`src/rtl/toggle_cover_collector_pkg.sv`:
```
// cover_pkg: shared types, defaults and helpers for the cover collectors
package cover_pkg;
  localparam int COVER_TOTAL_DEFAULT = 9715;
  localparam int IDX_W_DEFAULT = 64;
  typedef logic [IDX_W_DEFAULT-1:0] cover_idx_t;
  function automatic int clog2_safe(input int n);
    return (n < 2) ? 1 : $clog2(n);
  endfunction
endpackage

```
`src/rtl/toggle_cover_collector_if.sv`:
```
// toggle_cover_collector_if: ready/valid stream of newly covered global indices
interface toggle_cover_collector_if #(parameter int IDX_W = 64);
  logic report_valid;
  logic report_ready;
  logic [IDX_W-1:0] report_index;
  modport master (output report_valid, output report_index, input report_ready);
  modport slave (input report_valid, input report_index, output report_ready);
endinterface

```
`src/rtl/toggle_cover_collector_lowest_set_enc.sv`:
```
// lowest_set_enc: priority encoder returning the lowest set bit position
module lowest_set_enc
  import cover_pkg::*;
#(
  parameter int WIDTH = 28,
  localparam int IW = clog2_safe(WIDTH)
) (
  input  logic [WIDTH-1:0] v,
  output logic             any,
  output logic [IW-1:0]    idx
);
  always_comb begin
    any = |v;
    idx = '0;
    for (int i = WIDTH - 1; i >= 0; i--)
      if (v[i]) idx = IW'(i);
  end
endmodule

```
`src/rtl/toggle_cover_collector.sv`:
```
// toggle_cover_collector: sticky cover bitmap reporting each point once on first hit
module toggle_cover_collector
  import cover_pkg::*;
#(
  parameter int WIDTH       = 28,
  parameter int COVER_INDEX = 0,
  parameter int COVER_TOTAL = COVER_TOTAL_DEFAULT,
  parameter int IDX_W       = IDX_W_DEFAULT,
  parameter int CNT_W       = $clog2(WIDTH + 1)
) (
  input  logic                    clock,
  input  logic                    reset,
  input  logic [WIDTH-1:0]        valid,
  input  logic                    clear,
  toggle_cover_collector_if.master rpt,
  output logic [CNT_W-1:0]        covered_count,
  output logic                    all_covered
);
  localparam int IW = clog2_safe(WIDTH);

  if (COVER_INDEX + WIDTH > COVER_TOTAL) begin : g_bad_range
    $error("COVER_INDEX+WIDTH exceeds COVER_TOTAL");
  end
  if (IDX_W < clog2_safe(COVER_TOTAL)) begin : g_bad_idx_w
    $error("IDX_W too narrow for COVER_TOTAL");
  end

  logic [WIDTH-1:0] covered, pending, new_hit, cand, pend_n;
  logic             rv, free, any;
  logic [IDX_W-1:0] ridx;
  logic [IW-1:0]    sel;

  function automatic logic [CNT_W-1:0] popcount(input logic [WIDTH-1:0] v);
    popcount = '0;
    for (int i = 0; i < WIDTH; i++) popcount += CNT_W'(v[i]);
  endfunction

  // fresh hits join the candidate set so a lone hit reports next cycle
  assign new_hit = valid & ~covered;
  assign cand    = pending | new_hit;
  assign free    = !rv || rpt.report_ready;

  lowest_set_enc #(.WIDTH(WIDTH)) u_enc (.v(cand), .any(any), .idx(sel));

  always_comb begin
    pend_n = cand;
    if (free && any) pend_n[sel] = 1'b0;
  end

  always_ff @(posedge clock) begin
    if (reset || clear) begin
      covered       <= '0;
      pending       <= '0;
      covered_count <= '0;
      rv            <= 1'b0;
      ridx          <= '0;
    end else begin
      covered       <= covered | new_hit;
      pending       <= pend_n;
      covered_count <= covered_count + popcount(new_hit);
      if (free) begin
        rv <= any;
        if (any) ridx <= IDX_W'(COVER_INDEX) + IDX_W'(sel);
      end
    end
  end

  assign rpt.report_valid = rv;
  assign rpt.report_index = ridx;
  assign all_covered      = covered_count == CNT_W'(WIDTH);
endmodule
```
`src/flat_wrapper.sv`:
```
// flat-port wrapper written by rule: the top's interface ports become plain ports
module toggle_cover_collector_flat import cover_pkg::*;
#(
  parameter int WIDTH       = 28,
  parameter int COVER_INDEX = 0,
  parameter int COVER_TOTAL = COVER_TOTAL_DEFAULT,
  parameter int IDX_W       = IDX_W_DEFAULT,
  parameter int CNT_W       = $clog2(WIDTH + 1)
)
  (clock, reset, valid, clear, covered_count, all_covered, rpt_report_valid, rpt_report_index, rpt_report_ready);
  toggle_cover_collector_if #(.IDX_W(IDX_W)) rpt_i ();
  input  logic clock;
  input  logic reset;
  input  logic [WIDTH-1:0] valid;
  input  logic clear;
  output logic [CNT_W-1:0] covered_count;
  output logic all_covered;
  output wire logic [$bits(rpt_i.report_valid)-1:0] rpt_report_valid;
  output wire logic [$bits(rpt_i.report_index)-1:0] rpt_report_index;
  input wire logic [$bits(rpt_i.report_ready)-1:0] rpt_report_ready;
  assign rpt_report_valid = rpt_i.report_valid;
  assign rpt_report_index = rpt_i.report_index;
  assign rpt_i.report_ready = rpt_report_ready;
  toggle_cover_collector #(.WIDTH(WIDTH), .COVER_INDEX(COVER_INDEX), .COVER_TOTAL(COVER_TOTAL), .IDX_W(IDX_W), .CNT_W(CNT_W)) u_core (.clock(clock), .reset(reset), .valid(valid), .clear(clear), .rpt(rpt_i), .covered_count(covered_count), .all_covered(all_covered));
endmodule
```
`config.mk`:
```
export PLATFORM = sky130hd
export DESIGN_NAME = toggle_cover_collector_flat
export DESIGN_NICKNAME = d
export VERILOG_FILES = /design/src/rtl/toggle_cover_collector_pkg.sv /design/src/rtl/toggle_cover_collector_if.sv /design/src/rtl/toggle_cover_collector_lowest_set_enc.sv /design/src/rtl/toggle_cover_collector.sv /design/src/flat_wrapper.sv
export SDC_FILE = /design/constraint.sdc
export NUM_CORES = 1
export LEC_CHECK = 0
export CAP_MARGIN = 20
export CORE_AREA = 2 2 93 95
export CTS_BUF_LIST = sky130_fd_sc_hd__clkbuf_4 sky130_fd_sc_hd__clkbuf_8
export DETAILED_ROUTE_END_ITERATION = 10
export DIE_AREA = 0 0 95 97
export MAX_ROUTING_LAYER = met4
export PLACE_DENSITY = 0.8
export SLEW_MARGIN = 30
export SYNTH_ARGS = -nofsm -noshare
export SYNTH_HDL_FRONTEND = slang
export SYNTH_SLANG_ARGS = --single-unit
export TNS_END_PERCENT = 50
```
`constraint.sdc`:
```
create_clock -name clock -period 7.8 [get_ports clock]
set_input_delay 0.78 -clock clock [delete_from_list [all_inputs] [get_ports clock]]
set_output_delay 0.78 -clock clock [all_outputs]
set_load 0.02 [all_outputs]
```
==> flow_summary.ini <==
[placement]
placed_area_um2 = 4310
gp_congestion = 0.873
portBuffers = 43
dpl.hpwl_mm = 6.72

[critical_path]
worst-setup-path-type = in -> reg
slowest_delay_ns = 0.55
cp.arrival_ns = 6.14
cp_max_fo = 4
critical_path.cell_chain = clkdlybuf4s50_1 -> nor2b_1 -> ha_1 -> inv_1 -> fa_1 -> inv_1 -> fa_1 -> fa_1 -> fa_1 -> inv_1 -> fa_1 -> fa_1 -> inv_1 -> ha_1 -> inv_1 -> fa_1 -> inv_1 -> a21o_1 -> a21oi_1 -> xnor2_1 -> nor2_1
cpMostUsedCell = fa_1
endpoint_kind = flip-flop
cp_data_required_time_ns = 8.02
cpMaxStageDelayCell = fa_1
crit_path_start_kind = primary input

[timing]
rsz0062_at_grt = false
fin_skew_ns = 0.00905
worst_pin_slew_ns = 0.738
fin_crit_sh_pct = 75.9
period_needed_ns = 5.92
timing.setup.tns_ns = 0
slew_headroom_pct = 50.6
slew_violations = 0
setup_viol = 0
finalHoldViolations = 0
fmax_mhz = 169

[yosys]
yosysTopAreaCell = dfxtp_1
synthFlopType = dfxtp_1
ys.warnings.count = 0
ys_seq_elements = 67
synth.avg_cell_area_um2 = 9.03
synth_area_leaders = dfxtp_1 33%, buf_4 11%, fa_1 10%, nor2_1 8.7%, ha_1 4.7%
yosys.cell_count.top_type = nor2_1
netlist_top_cells_count = 93 x nor2_1, 67 x dfxtp_1, 59 x buf_4
synth_top_area_share_pct = 33.4
synthCells = 444
ys_types = 57
ys_seq_area_share_pct = 33.4
synthesis.area_um2 = 4010
synth_enable_flop_cells = 0
async_reset_ff_share_pct = 0

[clocking]
holdBufCountCts = 0
cts_buffers = 9
path_clk_slew_ns = 0.08
cts-root-buf = clkbuf_8
postCtsResizedCells = 0
postCtsSetupRepairBufs = 0
cts_sinks = 67
worst_skew_pair.late_latency_ns = 0.36
clock_path_buffers = 2
cts_tree = done
htreeDepth = 3

[run_status]
status = finished clean

[power]
cellLeakagePower_nw = 1.91
vdd_drop_max_mv = 0.215
power_density_nw_per_um2 = 320
p_total_mw = 1.44

[layout]
design_area_um2 = 4500
n_antenna_cell = 0
drive_gt1_share_pct = 8.10
fillers = 765
area_delta_synth_final_pct = 12.3
final_nets = 557
fin_util_pct = 55.4

[global_routing]
grt_usage_pct = 20.1
grt_pass1_wl_mm = 13.8
grt-ovfl-total = 0
grt_max_degree = 59
grt_pass1_vias = 2981
antenna_found_initial = 0

[worst_hold_path]
min-delay-path-class = reg -> reg

[detailed_routing]
wl_per_cell_um = 14.2
viasPerCell = 5.07
vias = 3038
ant_nets = 0
drt_iter0_markers = 177
wl_mm = 8.52
drc = 0
drtPass1Iterations = 4

[floorplanning]
rows = 33
die_area_um2 = 9220
pin_count = 103
die_h_um = 97
die_w_um = 95
fp.coreArea_um2 = 8130
initial_utilization_pct = 49.3

[job]
cap_violations = 0
metal layers:
layer | global-route usage (%) | up-vias | wire, um | part of all wire, %
li1 | - | 1480 | - | -
met1 | 24.3 | 1411 | 3560 | 42
met2 | 31.4 | 115 | 4090 | 48
met3 | 4.83 | 32 | 579 | 6.8
met4 | 9.14 | 0 | 289 | 3.4
met5 | - | - | 0 | 0
layout make-up:
| type | instances | area, um2 | share of cell area (%) |
|---|---|---|---|
| Clock buffer | 11 | 139 | 3.08 |
| Clock inverter | 5 | 53.8 | 1.19 |
| Inverter | 23 | 86.3 | 1.92 |
| Multi-Input combinational cell | 345 | 2320 | 51.6 |
| Sequential cell | 67 | 1340 | 29.8 |
| Tap cell | 105 | 131 | 2.92 |
| Timing Repair Buffer | 43 | 430 | 9.56 |
critical path: cells and delay by family:
kind,cells,cell delay (ns)
and+or+nand+nor,2,0.37
AOI/OAI and AO/OA,2,0.35
buffers and inverters,7,0.79
xor gates and xnor gates,1,0.14
adders and majority gates,9,3.73
through the flow:
stage	hold WS (ns)	instances	setup slack [ns]
after floorplan	0.426	502	2.24
after global placement	0.436	583	1.67
final	0.456	599	1.88
after CTS	0.464	599	1.86
after detailed placement	0.449	583	1.47
after global routing	0.483	599	1.57
where the power goes:
part / switching, mW / internal (mW) / total (mW)
logic: 0.425 / 0.350 / 0.774
clock network: 0.134 / 0.154 / 0.288
registers: 0.0145 / 0.367 / 0.381
worst paths after layout:
| kind | start | endpoint | slack, ns | cells past startpoint |
|---|---|---|---|---|
| worst max-delay path | valid[1] | u_core.covered_count[4] | 1.88 | 21 |
| worst min-delay path | u_core.covered[13] | u_core.covered[13] | 0.46 | 2 |
| worst max register to register | u_core.covered[1] | u_core.covered_count[4] | 2.49 | 20 |
| worst min register to register | u_core.covered[13] | u_core.covered[13] | 0.46 | 2 |
layout by cell type (no fill, tap or decap), types with 2 or more instances in the layout:
cell             synthesis  routed
mux2i_1                  2       2
a311oi_1                 5       5
nand4_1                  3       3
ha_1                    15      15
o31ai_1                  5       5
nand2b_1                 4       4
o221a_2                  2       2
and2b_1                  3       3
dfxtp_1                 67      67
a21oi_1                  8       8
o22ai_1                  2       2
clkbuf_8                 0       9
nor4_1                  10      10
clkinv_2                 0       3
nor2_1                  93      93
xnor2_1                  4       4
nor2b_1                 23      23
o221ai_1                 2       2
clkdlybuf4s50_1          0      43
and4_1                   2       2
a31oi_1                  3       3
or2_1                    2       2
clkbuf_4                 0       2
conb_1                   1      59
nand2_1                 12      12
a211oi_1                11      11
fa_1                    21      21
nor4_2                   3       3
xor2_1                   3       3
inv_1                   23      23
o21ai_0                  5       5
a21o_1                   4       4
nor3_2                   2       2
a21oi_2                  2       2
o41ai_1                  2       2
nor4b_2                  2       2
nand3_1                  6       6
a211oi_2                 6       6
kinds of logic after synthesis:
kind of cell	after synthesis	synth area share (%)
XOR/XNOR	7	1.53
AO/OA/AOI/OAI	65	12.7
buffers and inverters	90	14.1
other	1	0.0935
adder cells (fa/ha/maj)	36	15.2
multiplexers	2	0.499
AND/OR/NAND/NOR	176	22.5
flip-flops	67	33.4
state kept, by name (all words and copies together), names as in the netlist:
signal                   flops
u_core.covered              28
u_core.covered_count         5
u_core.pending              28
u_core.rpt.report_index      5
u_core.rpt.report_valid      1
(Power assumes the default switching activity.)
